### config.mk
export PLATFORM = sky130hd
export DESIGN_NAME = ser2par_loader_flat
export DESIGN_NICKNAME = d
export VERILOG_FILES = /design/src/rtl/ser2par_loader_pkg.sv /design/src/rtl/ser2par_loader_if.sv /design/src/rtl/ser2par_loader_shift_buf.sv /design/src/rtl/ser2par_loader.sv /design/src/flat_wrapper.sv
export SDC_FILE = /design/constraint.sdc
export NUM_CORES = 1
export LEC_CHECK = 0
export ABC_AREA = 1
export BUFFER_PORTS_ARGS = -buffer_cell sky130_fd_sc_hd__buf_4
export CAP_MARGIN = 15
export CELL_PAD_IN_SITES_DETAIL_PLACEMENT = 2
export CELL_PAD_IN_SITES_GLOBAL_PLACEMENT = 2
export CORE_UTILIZATION = 34
export CTS_CLUSTER_DIAMETER = 100
export DETAILED_ROUTE_END_ITERATION = 8
export PLACE_DENSITY_LB_ADDON = 0.1
export SLEW_MARGIN = 20
export SYNTH_ARGS = -nofsm -noshare
export SYNTH_HDL_FRONTEND = slang
export SYNTH_SLANG_ARGS = --single-unit
### constraint.sdc
create_clock -name clk -period 1.81 [get_ports clk]
set_clock_uncertainty 0.1 [all_clocks]
set_input_delay 0.0905 -clock clk [delete_from_list [all_inputs] [get_ports clk]]
set_output_delay 0.0905 -clock clk [all_outputs]
set_load 0.05 [all_outputs]
### src/rtl/ser2par_loader_pkg.sv
// Shared definitions for the serial-to-parallel loader and its register stage.
`timescale 1ns/1ps
package ser2par_loader_pkg;

    localparam int unsigned DEFAULT_WIDTH = 12;

    typedef enum logic [1:0] {
        ST_IDLE  = 2'd0,
        ST_SHIFT = 2'd1,
        ST_LOAD  = 2'd2
    } state_t;

endpackage

### src/rtl/ser2par_loader_if.sv
// Frame request / serial data in, parallel word and load strobe out.
`timescale 1ns/1ps
interface ser2par_loader_if
    import ser2par_loader_pkg::*;
#(
    parameter int unsigned WIDTH = DEFAULT_WIDTH
);
    logic             start;
    logic             sdi;
    logic             msb_first;
    logic [WIDTH-1:0] D;
    logic             L;
    logic             busy;

    modport master (output start, output sdi, output msb_first,
                    input  D,     input  L,   input  busy);

    modport slave  (input  start, input  sdi, input  msb_first,
                    output D,     output L,   output busy);
endinterface

### src/rtl/ser2par_loader_shift_buf.sv
// WIDTH-bit shift buffer; word_c is the value the buffer takes on the next shift.
`timescale 1ns/1ps
module sp_shift_buf
    import ser2par_loader_pkg::*;
#(
    parameter int unsigned WIDTH = DEFAULT_WIDTH
) (
    input  logic             clk,
    input  logic             rst,
    input  logic             clr,
    input  logic             shift_en,
    input  logic             dir,
    input  logic             sdi,
    output logic [WIDTH-1:0] word_c
);

    logic [WIDTH-1:0] buf_q;

    // dir=1 shifts towards the MSB so the first bit ends up in the top position
    always_comb begin
        word_c = dir ? {buf_q[WIDTH-2:0], sdi} : {sdi, buf_q[WIDTH-1:1]};
    end

    always_ff @(posedge clk or posedge rst) begin
        if (rst) begin
            buf_q <= '0;
        end else if (clr) begin
            buf_q <= '0;
        end else if (shift_en) begin
            buf_q <= word_c;
        end
    end

endmodule

### src/rtl/ser2par_loader.sv
// Collects WIDTH serial bits into a word, presents it on D and pulses L for one cycle.
`timescale 1ns/1ps
module ser2par_loader
    import ser2par_loader_pkg::*;
#(
    parameter int unsigned WIDTH = DEFAULT_WIDTH
) (
    input  logic             clk,
    input  logic             rst,
    ser2par_loader_if.slave  bus
);

    localparam int unsigned CNT_W = $clog2(WIDTH);

    state_t           state_q;
    logic [CNT_W-1:0] cnt_q;
    logic             dir_q;
    logic [WIDTH-1:0] d_q;
    logic             l_q;
    logic             busy_q;

    logic             clr_c;
    logic             shift_en_c;
    logic [WIDTH-1:0] word_c;

    // A start is only honoured outside SHIFT; it also clears the buffer for the new frame
    always_comb begin
        clr_c      = 1'b0;
        shift_en_c = 1'b0;
        if ((state_q == ST_IDLE) || (state_q == ST_LOAD)) begin
            clr_c = bus.start;
        end
        if (state_q == ST_SHIFT) begin
            shift_en_c = 1'b1;
        end
    end

    sp_shift_buf #(
        .WIDTH (WIDTH)
    ) u_shift_buf (
        .clk      (clk),
        .rst      (rst),
        .clr      (clr_c),
        .shift_en (shift_en_c),
        .dir      (dir_q),
        .sdi      (bus.sdi),
        .word_c   (word_c)
    );

    always_ff @(posedge clk or posedge rst) begin
        if (rst) begin
            state_q <= ST_IDLE;
            cnt_q   <= '0;
            dir_q   <= 1'b0;
            d_q     <= '0;
            l_q     <= 1'b0;
            busy_q  <= 1'b0;
        end else begin
            case (state_q)
                ST_IDLE: begin
                    l_q    <= 1'b0;
                    busy_q <= 1'b0;
                    if (bus.start) begin
                        state_q <= ST_SHIFT;
                        dir_q   <= bus.msb_first;
                        cnt_q   <= '0;
                        busy_q  <= 1'b1;
                    end
                end
                ST_SHIFT: begin
                    cnt_q <= cnt_q + CNT_W'(1);
                    // Last bit: publish the word including the bit sampled on this edge
                    if (cnt_q == CNT_W'(WIDTH - 1)) begin
                        state_q <= ST_LOAD;
                        d_q     <= word_c;
                        l_q     <= 1'b1;
                        busy_q  <= 1'b0;
                    end
                end
                ST_LOAD: begin
                    l_q <= 1'b0;
                    if (bus.start) begin
                        state_q <= ST_SHIFT;
                        dir_q   <= bus.msb_first;
                        cnt_q   <= '0;
                        busy_q  <= 1'b1;
                    end else begin
                        state_q <= ST_IDLE;
                    end
                end
                default: begin
                    state_q <= ST_IDLE;
                    l_q     <= 1'b0;
                    busy_q  <= 1'b0;
                end
            endcase
        end
    end

    assign bus.D    = d_q;
    assign bus.L    = l_q;
    assign bus.busy = busy_q;

endmodule
### src/flat_wrapper.sv
// flat-port wrapper written by rule: the top's interface ports become plain ports
module ser2par_loader_flat import ser2par_loader_pkg::*;
#(
    parameter int unsigned WIDTH = DEFAULT_WIDTH
)
  (clk, rst, bus_start, bus_sdi, bus_msb_first, bus_D, bus_L, bus_busy);
  ser2par_loader_if #(.WIDTH(WIDTH)) bus_i ();
  input  logic clk;
  input  logic rst;
  input wire logic [$bits(bus_i.start)-1:0] bus_start;
  input wire logic [$bits(bus_i.sdi)-1:0] bus_sdi;
  input wire logic [$bits(bus_i.msb_first)-1:0] bus_msb_first;
  output wire logic [$bits(bus_i.D)-1:0] bus_D;
  output wire logic [$bits(bus_i.L)-1:0] bus_L;
  output wire logic [$bits(bus_i.busy)-1:0] bus_busy;
  assign bus_i.start = bus_start;
  assign bus_i.sdi = bus_sdi;
  assign bus_i.msb_first = bus_msb_first;
  assign bus_D = bus_i.D;
  assign bus_L = bus_i.L;
  assign bus_busy = bus_i.busy;
  ser2par_loader #(.WIDTH(WIDTH)) u_core (.clk(clk), .rst(rst), .bus(bus_i));
endmodule
==> results of run 1 <==
## worst max-delay path: stages, from the launching register on
cell and delay, ns:
dfrtp_1 0.41, ha_1 0.24, nand3_4 0.12, nor2_8 0.21, inv_4 0.10, nand2_1 0.08
nand2_1 0.05
## cells by family after synthesis
family	after synthesis	synth area share
simple gates	85	0.250
flops	33	0.543
compound gates	28	0.114
buf+inv	25	0.0839
fa+ha+maj	1	0.00823
## Yosys cell counts (all sizes together)
cell	instances
a21oi	4
buf	6
dfrtp	33
nand3b	1
nand3	5
nand2	74
ha	1
o21ai	24
nor2	5
inv	19
## cell type report
type / count / area (µm²) / share of cell area
multi-input combinational: 114 / 567 / 0.316
sequential: 33 / 826 / 0.460
timing repair buffer: 23 / 180 / 0.100
tap: 50 / 62.6 / 0.0348
inverter: 19 / 73.8 / 0.0411
clock buffer: 7 / 86.3 / 0.0481
## flip-flops by register name (all words and copies together), names as in the netlist
name	cells
u_core.bus.busy	1
u_core.u_shift_buf.buf_q	12
u_core.state_q	2
u_core.dir_q	1
u_core.bus.D	12
u_core.bus.L	1
u_core.cnt_q	4
## power breakdown
part	internal (µW)	switching, µW	leakage, µW
logic	504	1310	0.000432
registers	1060	205	0.000421
clock network	301	258	0.0000443
total	1870	1780	0.000897
## routing by layer
metal  GRT usage  routed length (µm)
met1       0.222                1640
met2       0.323                2010
met3      0.0428                  91
met4       0.117                 119
met5           0                   0
## metrics by stage
stage	cell area (µm²)	utilization	hold WS, ns	total power (µW)
finish	1800	0.433	0.0100	3640
floorplan	1520	-	0.119	2600
global placement	1680	0.405	0.113	3030
CTS	1800	0.433	0.00150	3710
detailed placement	1680	0.405	0.124	3120
global route	1800	0.433	0.0133	3920
## final timing paths
path	slack, ns	startpoint	to
setup / recovery	0.38	u_core.cnt_q[0]	u_core.bus.D[1]
hold / removal	0.01	bus_start	u_core.bus.busy
setup reg to reg	0.38	u_core.cnt_q[0]	u_core.bus.D[1]
hold reg to reg	0.38	u_core.bus.D[4]	u_core.bus.D[4]
max in group asynchronous	0.92	rst	u_core.u_shift_buf.buf_q[10]
min in group asynchronous	0.37	rst	u_core.bus.D[7]
## timing repair
action	in CTS	in global routing
hold buffers	3	0
endpoints found under the hold margin	34	0
endpoints found under the setup margin	0	0
==> impl_metrics.json, run 1 <==
{
  "synth_area_leader_cell": "dfrtp_1",
  "mostFrequentLayoutCells": "71 x nand2_1, 33 x dfrtp_1, 20 x buf_4",
  "required_ns": 1.88,
  "leakage_uw": 0.000897,
  "rows": 23,
  "worstSetupStartpointType": "register",
  "port_buffers": 18,
  "start_util": 0.367,
  "cts.sinks": 33,
  "cp_max_fo": 14,
  "finalSetupViolCount": 0,
  "syn_nets": 178,
  "antenna_found_initial": 0,
  "pin_count": 19,
  "die_h_um": 68.9,
  "ys_warn_count": 0,
  "setup_ws_ns": 0.377,
  "cts_made_buffers": 5,
  "worstHoldPathType": "in2reg",
  "synth_area_per_cell_um2": 8.84,
  "status": "finished clean",
  "drtAntennaViolNets": 0,
  "yosysUniqueCellTypes": 20,
  "critPathCaptureType": "register",
  "cp_data_arrival_time_ns": 1.51,
  "cts_max_level": 2,
  "cts_tree": "built",
  "synthesis.area_um2": 1520,
  "hold_viol_final": 0,
  "synth_area_leaders": "dfrtp_1 54%, nand2_1 18%, o21ai_0 4.9%",
  "drt_iter0_drc": 16,
  "ff2ff_path_depth": 6,
  "stdcell_count": 246,
  "max-cap-violations": 0,
  "clockBufferDepth": 2,
  "synth_top_area_frac": 0.543,
  "vias": 1203,
  "path_clk_slew_ns": 0.06,
  "postCtsSetupRepairBufs": 0,
  "via_per_inst": 4.89,
  "wl_mm": 3.86,
  "path_class": "reg2reg",
  "whs_path_depth": 3,
  "slew_violations": 0,
  "drt_first_pass_iters": 4,
  "clock_latency_ns": 0.28,
  "cts-root-buf": "clkbuf_8",
  "synth-seq-cells": 33,
  "seq_area_frac_synth": 0.543,
  "finalCritPeriodShare": 0.792,
  "syn_inst": 172,
  "antenna_cells": 0,
  "grt_pass1_vias": 1311,
  "grt_setup_unrepaired": "no",
  "powerDensity_nw_per_um2": 2030,
  "grt_usage": 0.193,
  "fmax_mhz": 698,
  "ir_worst_vdd_mv": 0.726,
  "wire_per_inst_um": 15.7,
  "grt_max_degree": 34,
  "die_w_um": 68.9,
  "place.gp.congestion": 0.740,
  "final_common_cell": "nand2_1",
  "period_minus_slack_ns": 1.43,
  "place_inst": 236,
  "area_growth_pct": 18.1,
  "drc_errors": 0,
  "fill_cells": 487,
  "worst_pin_slew_ns": 0.446,
  "fin_setup_tns_ns": 0,
  "relSlewSlack": 0.703,
  "ctsResizeCount": 0,
  "place_ws_ns": 0.354,
  "dp_hpwl_mm": 2.78,
  "grt_pass1_wl_mm": 6.31,
  "nets": 202,
  "die_area_um2": 4740,
  "core_region_area_um2": 4140,
  "drive_above_1_share": 0.219,
  "grt_overflow": 0
}
Power figures use the tool's default switching activity.
==> inputs of run 2 (changes only) <==
--- a/config.mk
+++ b/config.mk
@@ -10,7 +10,7 @@
 export CAP_MARGIN = 15
 export CELL_PAD_IN_SITES_DETAIL_PLACEMENT = 2
 export CELL_PAD_IN_SITES_GLOBAL_PLACEMENT = 2
-export CORE_UTILIZATION = 34
+export CORE_UTILIZATION = 31
 export CTS_CLUSTER_DIAMETER = 100
 export DETAILED_ROUTE_END_ITERATION = 8
 export PLACE_DENSITY_LB_ADDON = 0.1
==> constraint.sdc (replaced) <==
create_clock -name clk -period 1.2 [get_ports clk]
set_clock_uncertainty 0.1 [all_clocks]
set_input_delay 0.06 -clock clk [delete_from_list [all_inputs] [get_ports clk]]
set_output_delay 0.06 -clock clk [all_outputs]
set_load 0.05 [all_outputs]
==> run 2 against run 1 <==
The flow now finishes with violations (negative setup slack); first-iteration DRC count shrank 6.3%; global-route usage shrank 1.4 points; die area grew 9.4%; core utilization grew 0.090 points; critical path depth grew 1; non-clock buffer count grew 18.
==> impl_metrics.json, run 2 (same netlist as run 1, synthesis figures left out) <==
{
  "status": "finished, violations left",
  "violations": "negative setup slack",
  "wire_per_inst_um": 15.0,
  "drt_iter0_drc": 15,
  "cpMostUsedCell": "nand2_1",
  "worstSetupStartpointType": "register",
  "required_ns": 1.27,
  "final_cell_area_um2": 2050,
  "min-delay-start": "bus_sdi",
  "mostFrequentLayoutCells": "66 x nand2_1, 34 x buf_4, 32 x dfrtp_1",
  "crit_family": "flip-flops",
  "switching_power_uw": 2930,
  "start_util": 0.322,
  "grt_usage": 0.179,
  "slew_violations": 0,
  "comb_power_share": 0.550,
  "finalSetupViolCount": 13,
  "placed_area_um2": 1810,
  "die_area_um2": 5190,
  "drt_first_pass_iters": 4,
  "critPathCaptureType": "register",
  "clock_latency_ns": 0.28,
  "nets": 220,
  "pin_count": 19,
  "critPathBufInv": 1,
  "die_w_um": 72.0,
  "powerDensity_nw_per_um2": 3000,
  "wl_mm": 4.21,
  "port_buffers": 18,
  "crit_chain": "ha_4, nand3_4, buf_4, nand2_2, nand2_1, nand2_1, nand2_1",
  "vias": 1282,
  "place.gp.congestion": 0.747,
  "grt_pass1_vias": 1423,
  "antenna_found_initial": 0,
  "antenna_cells": 0,
  "area_growth_pct": 34.9,
  "worstHoldEndpoint": "u_core.u_shift_buf.buf_q[0]",
  "setup_ws_ns": -0.0692,
  "dp_hpwl_mm": 2.77,
  "relSlewSlack": 0.703,
  "hold_viol_final": 0,
  "drtAntennaViolNets": 0,
  "clockBufferDepth": 2,
  "fill_cells": 533,
  "cp_data_arrival_time_ns": 1.34,
  "stdcell_count": 281,
  "path_class": "reg2reg",
  "rows": 25,
  "rrSetupSlack_ns": -0.07,
  "crit-reg2reg-launch": "u_core.cnt_q[0]",
  "cts-root-buf": "clkbuf_8",
  "cts_tree": "built",
  "max-cap-violations": 0,
  "grt_setup_unrepaired": "yes",
  "place_ws_ns": -0.135,
  "clockPowerShare": 0.141,
  "path_clk_slew_ns": 0.07,
  "p_int_uw": 3230,
  "timing.rr.end": "u_core.bus.busy",
  "sw_frac_of_total": 0.476,
  "cts.sinks": 33,
  "slowest_stage": "dfrtp_1",
  "worstHoldPathType": "in2reg",
  "grt_max_degree": 34,
  "cts_max_level": 2,
  "grt_overflow": 0,
  "via_per_inst": 4.56,
  "slowest_delay_ns": 0.40,
  "cts_made_buffers": 5,
  "drc_errors": 0,
  "place_inst": 265,
  "whs_path_depth": 5,
  "ir_worst_vdd_mv": 1.23,
  "fmax_mhz": 788,
  "core_region_area_um2": 4720,
  "utilization": 0.434,
  "grt_pass1_wl_mm": 6.94,
  "drive_above_1_share": 0.350,
  "ff2ff_path_depth": 7,
  "final_common_cell": "nand2_1",
  "leakage_uw": 0.00101,
  "die_h_um": 72.0,
  "power_frac_seq": 0.310,
  "worst_pin_slew_ns": 0.445,
  "cp_max_fo": 2,
  "finalCritPeriodShare": 1.06,
  "period_minus_slack_ns": 1.27
}
==> run 2: cell count changes in the layout (fill, tap and decap cells not counted), moves of 3 or more <==
| cell | change |
|---|---|
| buf_4 | +14 |
| nand2_2 | +5 |
| nand2_1 | -5 |
| o21ai_0 | -12 |
| buf_6 | +3 |
| o21ai_1 | +10 |
==> run 2: what timing repair did <==
item | CTS | global route
pin swaps | 3 | 3
hold endpoints to repair | 34 | 0
setup buffers | 4 | 2
resized for setup | 14 | 23
setup endpoints to repair | 29 | 30
cloned | 0 | 0
hold buffers | 3 | 0
==> run 2: worst register-to-register path: stages (launching register included) <==
cell	delay (ns)
dfrtp_1	0.40
ha_4	0.17
nand3_4	0.10
buf_4	0.17
nand2_2	0.07
nand2_1	0.06
nand2_1	0.05
nand2_1	0.04
==> run 2: final cells by class <==
class / instances / area (µm²) / area share
well taps: 67 / 83.8 / 0.0409
flip-flops and latches: 33 / 827 / 0.403
clock buffers: 7 / 86.3 / 0.0421
multi-input cells: 114 / 631 / 0.308
inverters: 19 / 83.8 / 0.0409
repair buffers: 41 / 339 / 0.165
==> run 2: worst max-delay path by stage <==
stage               slack, ns          endpoint            start  cells past startpoint
finish                  -0.07   u_core.bus.busy  u_core.cnt_q[0]                      7
global route            -0.14   u_core.bus.D[0]  u_core.cnt_q[0]                      6
CTS                     -0.09  u_core.bus.D[11]  u_core.cnt_q[0]                      6
detailed placement      -0.13   u_core.bus.D[6]  u_core.cnt_q[1]                      6
global placement        -0.07  u_core.bus.D[11]  u_core.cnt_q[1]                      6
floorplan                -0.1   u_core.bus.D[0]  u_core.cnt_q[0]                      7
==> run 2: stage by stage <==
stage	TNS (ns)	power (µW)	hold slack, ns
final	-0.717	6160	0.0838
after CTS	-1.05	5990	0.0866
after global placement	-0.723	4810	0.0840
after detailed placement	-1.62	4940	0.0986
after global routing	-1.68	6560	0.107
after floorplan	-0.963	3930	0.0889
==> run 2: power by group through the flow <==
stage / Combinational, µW / Sequential (µW) / Clock (µW)
3_5_place_dp: 3030 / 1910 / 0
6_report: 3380 / 1910 / 865
2_1_floorplan: 1270 / 2660 / 0
3_3_place_gp: 2940 / 1870 / 0
5_1_grt: 3670 / 1960 / 931
4_1_cts: 3190 / 1900 / 891
==> run 2: metal layers <==
metal | track usage | share of wire | vias up
met1 | 0.220 | 0.46 | 640
li1 | - | - | 617
met5 | 0 | 0 | -
met2 | 0.309 | 0.50 | 16
met3 | 0.0417 | 0.024 | 9
met4 | 0.0588 | 0.019 | 0
==> inputs of run 3 (changes only) <==
--- a/config.mk
+++ b/config.mk
@@ -10,7 +10,7 @@
 export CAP_MARGIN = 15
 export CELL_PAD_IN_SITES_DETAIL_PLACEMENT = 2
 export CELL_PAD_IN_SITES_GLOBAL_PLACEMENT = 2
-export CORE_UTILIZATION = 31
+export CORE_UTILIZATION = 37
 export CTS_CLUSTER_DIAMETER = 100
 export DETAILED_ROUTE_END_ITERATION = 8
 export PLACE_DENSITY_LB_ADDON = 0.1
==> constraint.sdc (replaced) <==
create_clock -name clk -period 1.6 [get_ports clk]
set_clock_uncertainty 0.1 [all_clocks]
set_input_delay 0.08 -clock clk [delete_from_list [all_inputs] [get_ports clk]]
set_output_delay 0.08 -clock clk [all_outputs]
set_load 0.05 [all_outputs]
==> run 3 against run 2 <==
Clock power fell by 19%; total power fell by 31%; wire length fell by 4.1%; via count fell by 4.2%; non-clock buffer count fell by 16; first-iteration DRC count rose by 130%; clock-buffer cell count did not move; the flow now finishes without violations; sequential share of layout area rose by 4.9 points; die area fell by 16%; critical path depth fell by 1.
==> impl_metrics.json, run 3 (same netlist as run 1, synthesis figures left out) <==
{
  "ctsResizeCount": 0,
  "finalSetupViolCount": 0,
  "fmax_mhz": 682,
  "drtAntennaViolNets": 0,
  "mostFrequentLayoutCells": "71 x nand2_1, 33 x dfrtp_1, 21 x buf_4",
  "start_util": 0.400,
  "path_clk_slew_ns": 0.07,
  "cts_hold_buf": 4,
  "area_growth_pct": 20.1,
  "drt_iter0_drc": 35,
  "core_region_area_um2": 3800,
  "place.gp.congestion": 0.781,
  "cts_max_level": 2,
  "slew_violations": 0,
  "clock_latency_ns": 0.29,
  "final_common_cell": "nand2_1",
  "rows": 22,
  "cp_max_fo": 14,
  "grt_max_degree": 34,
  "timing.rr.end": "u_core.bus.D[1]",
  "required_ns": 1.68,
  "cpMostUsedCell": "nand2_1",
  "period_minus_slack_ns": 1.47,
  "place_ws_ns": 0.127,
  "port_buffers": 18,
  "grt_pass1_wl_mm": 6.86,
  "fin_setup_tns_ns": 0,
  "crit_chain": "ha_1, nand3_4, nor2_8, inv_4, nand2_1, nand2_1",
  "cts-root-buf": "clkbuf_8",
  "cts.sinks": 33,
  "whs_path_depth": 5,
  "max-cap-violations": 0,
  "worst_pin_slew_ns": 0.449,
  "critPathCaptureType": "register",
  "rrSetupSlack_ns": 0.13,
  "min-delay-start": "bus_sdi",
  "grt_usage": 0.218,
  "status": "finished clean",
  "slowest_stage": "dfrtp_1",
  "cts_tree": "built",
  "worstSetupStartpointType": "register",
  "setup_ws_ns": 0.134,
  "vias": 1228,
  "hold_viol_final": 0,
  "worstHoldEndpoint": "u_core.u_shift_buf.buf_q[0]",
  "cts_made_buffers": 5,
  "nets": 204,
  "worstHoldPathType": "in2reg",
  "drt_first_pass_iters": 4,
  "relSlewSlack": 0.697,
  "finalCritPeriodShare": 0.916,
  "pin_count": 19,
  "grt_overflow": 0,
  "die_w_um": 66.1,
  "path_class": "reg2reg",
  "dp_hpwl_mm": 2.73,
  "fill_cells": 435,
  "wl_mm": 4.04,
  "die_area_um2": 4370,
  "drive_above_1_share": 0.231,
  "powerDensity_nw_per_um2": 2320,
  "antenna_cells": 0,
  "leakage_uw": 0.000916,
  "via_per_inst": 4.97,
  "cp_data_arrival_time_ns": 1.55,
  "clockBufferDepth": 2,
  "drc_errors": 0,
  "slowest_delay_ns": 0.41,
  "grt_pass1_vias": 1423,
  "ir_worst_vdd_mv": 0.906,
  "die_h_um": 66.1,
  "ff2ff_path_depth": 6,
  "postCtsSetupRepairBufs": 0,
  "wire_per_inst_um": 16.3,
  "utilization": 0.481,
  "antenna_found_initial": 0,
  "grt_setup_unrepaired": "no",
  "crit-reg2reg-launch": "u_core.cnt_q[0]"
}
## run 3: cell types whose count changed in the layout (fill, tap and decap cells not counted), sizes merged
cell         delta
clkinv          +1
dlygate4sd3     +1
buf            -17
## run 3: worst max path at each step
stage	depth (start not counted)	startpoint	endpoint	slack (ns)
after floorplan	7	u_core.cnt_q[0]	u_core.bus.D[0]	0.29
after global placement	6	u_core.cnt_q[0]	u_core.bus.D[1]	0.23
after detailed placement	6	u_core.cnt_q[0]	u_core.bus.D[1]	0.13
after CTS	6	u_core.cnt_q[0]	u_core.bus.D[1]	0.10
after global routing	6	u_core.cnt_q[0]	u_core.bus.D[4]	0.02
final	6	u_core.cnt_q[0]	u_core.bus.D[1]	0.13
## run 3: per-layer routing
layer,global-route usage,vias up,wire [µm]
li1,-,583,-
met5,0,-,0
met1,0.261,616,1760
met3,0.0534,7,160
met2,0.364,22,2040
met4,0.104,0,76
## run 3: area by class of cell
class                      instances  area [µm²]  area share
sequential                        33         826       0.452
clock buffer                       7        96.3      0.0528
timing repair buffer              25         198       0.108
multi-input combinational        114         567       0.310
clock inverter                     1        5.00     0.00274
tap                               48        60.1      0.0329
inverter                          19        73.8      0.0404
## run 3: stage by stage
step | cell area, µm² | power, µW | instances | hold slack [ns]
3_3_place_gp | 1680 | 3430 | 235 | 0.102
4_1_cts | 1830 | 4300 | 247 | 0.0852
3_5_place_dp | 1680 | 3540 | 235 | 0.114
2_1_floorplan | 1520 | 2940 | 172 | 0.109
6_report | 1830 | 4230 | 247 | 0.108
5_1_grt | 1830 | 4510 | 247 | 0.133
## run 3: where the power goes
group	total [µW]	internal (µW)	leakage [µW]	switching [µW]
logic	2090	589	0.000440	1500
clock network	703	389	0.0000542	314
registers	1440	1200	0.000421	240
## run 3: worst max-delay path, delay by kind of cell (launching register included)
kind / cells / cell delay, ns
simple gates: 4 / 0.49
flops: 1 / 0.41
fa+ha+maj: 1 / 0.24
buf+inv: 1 / 0.11
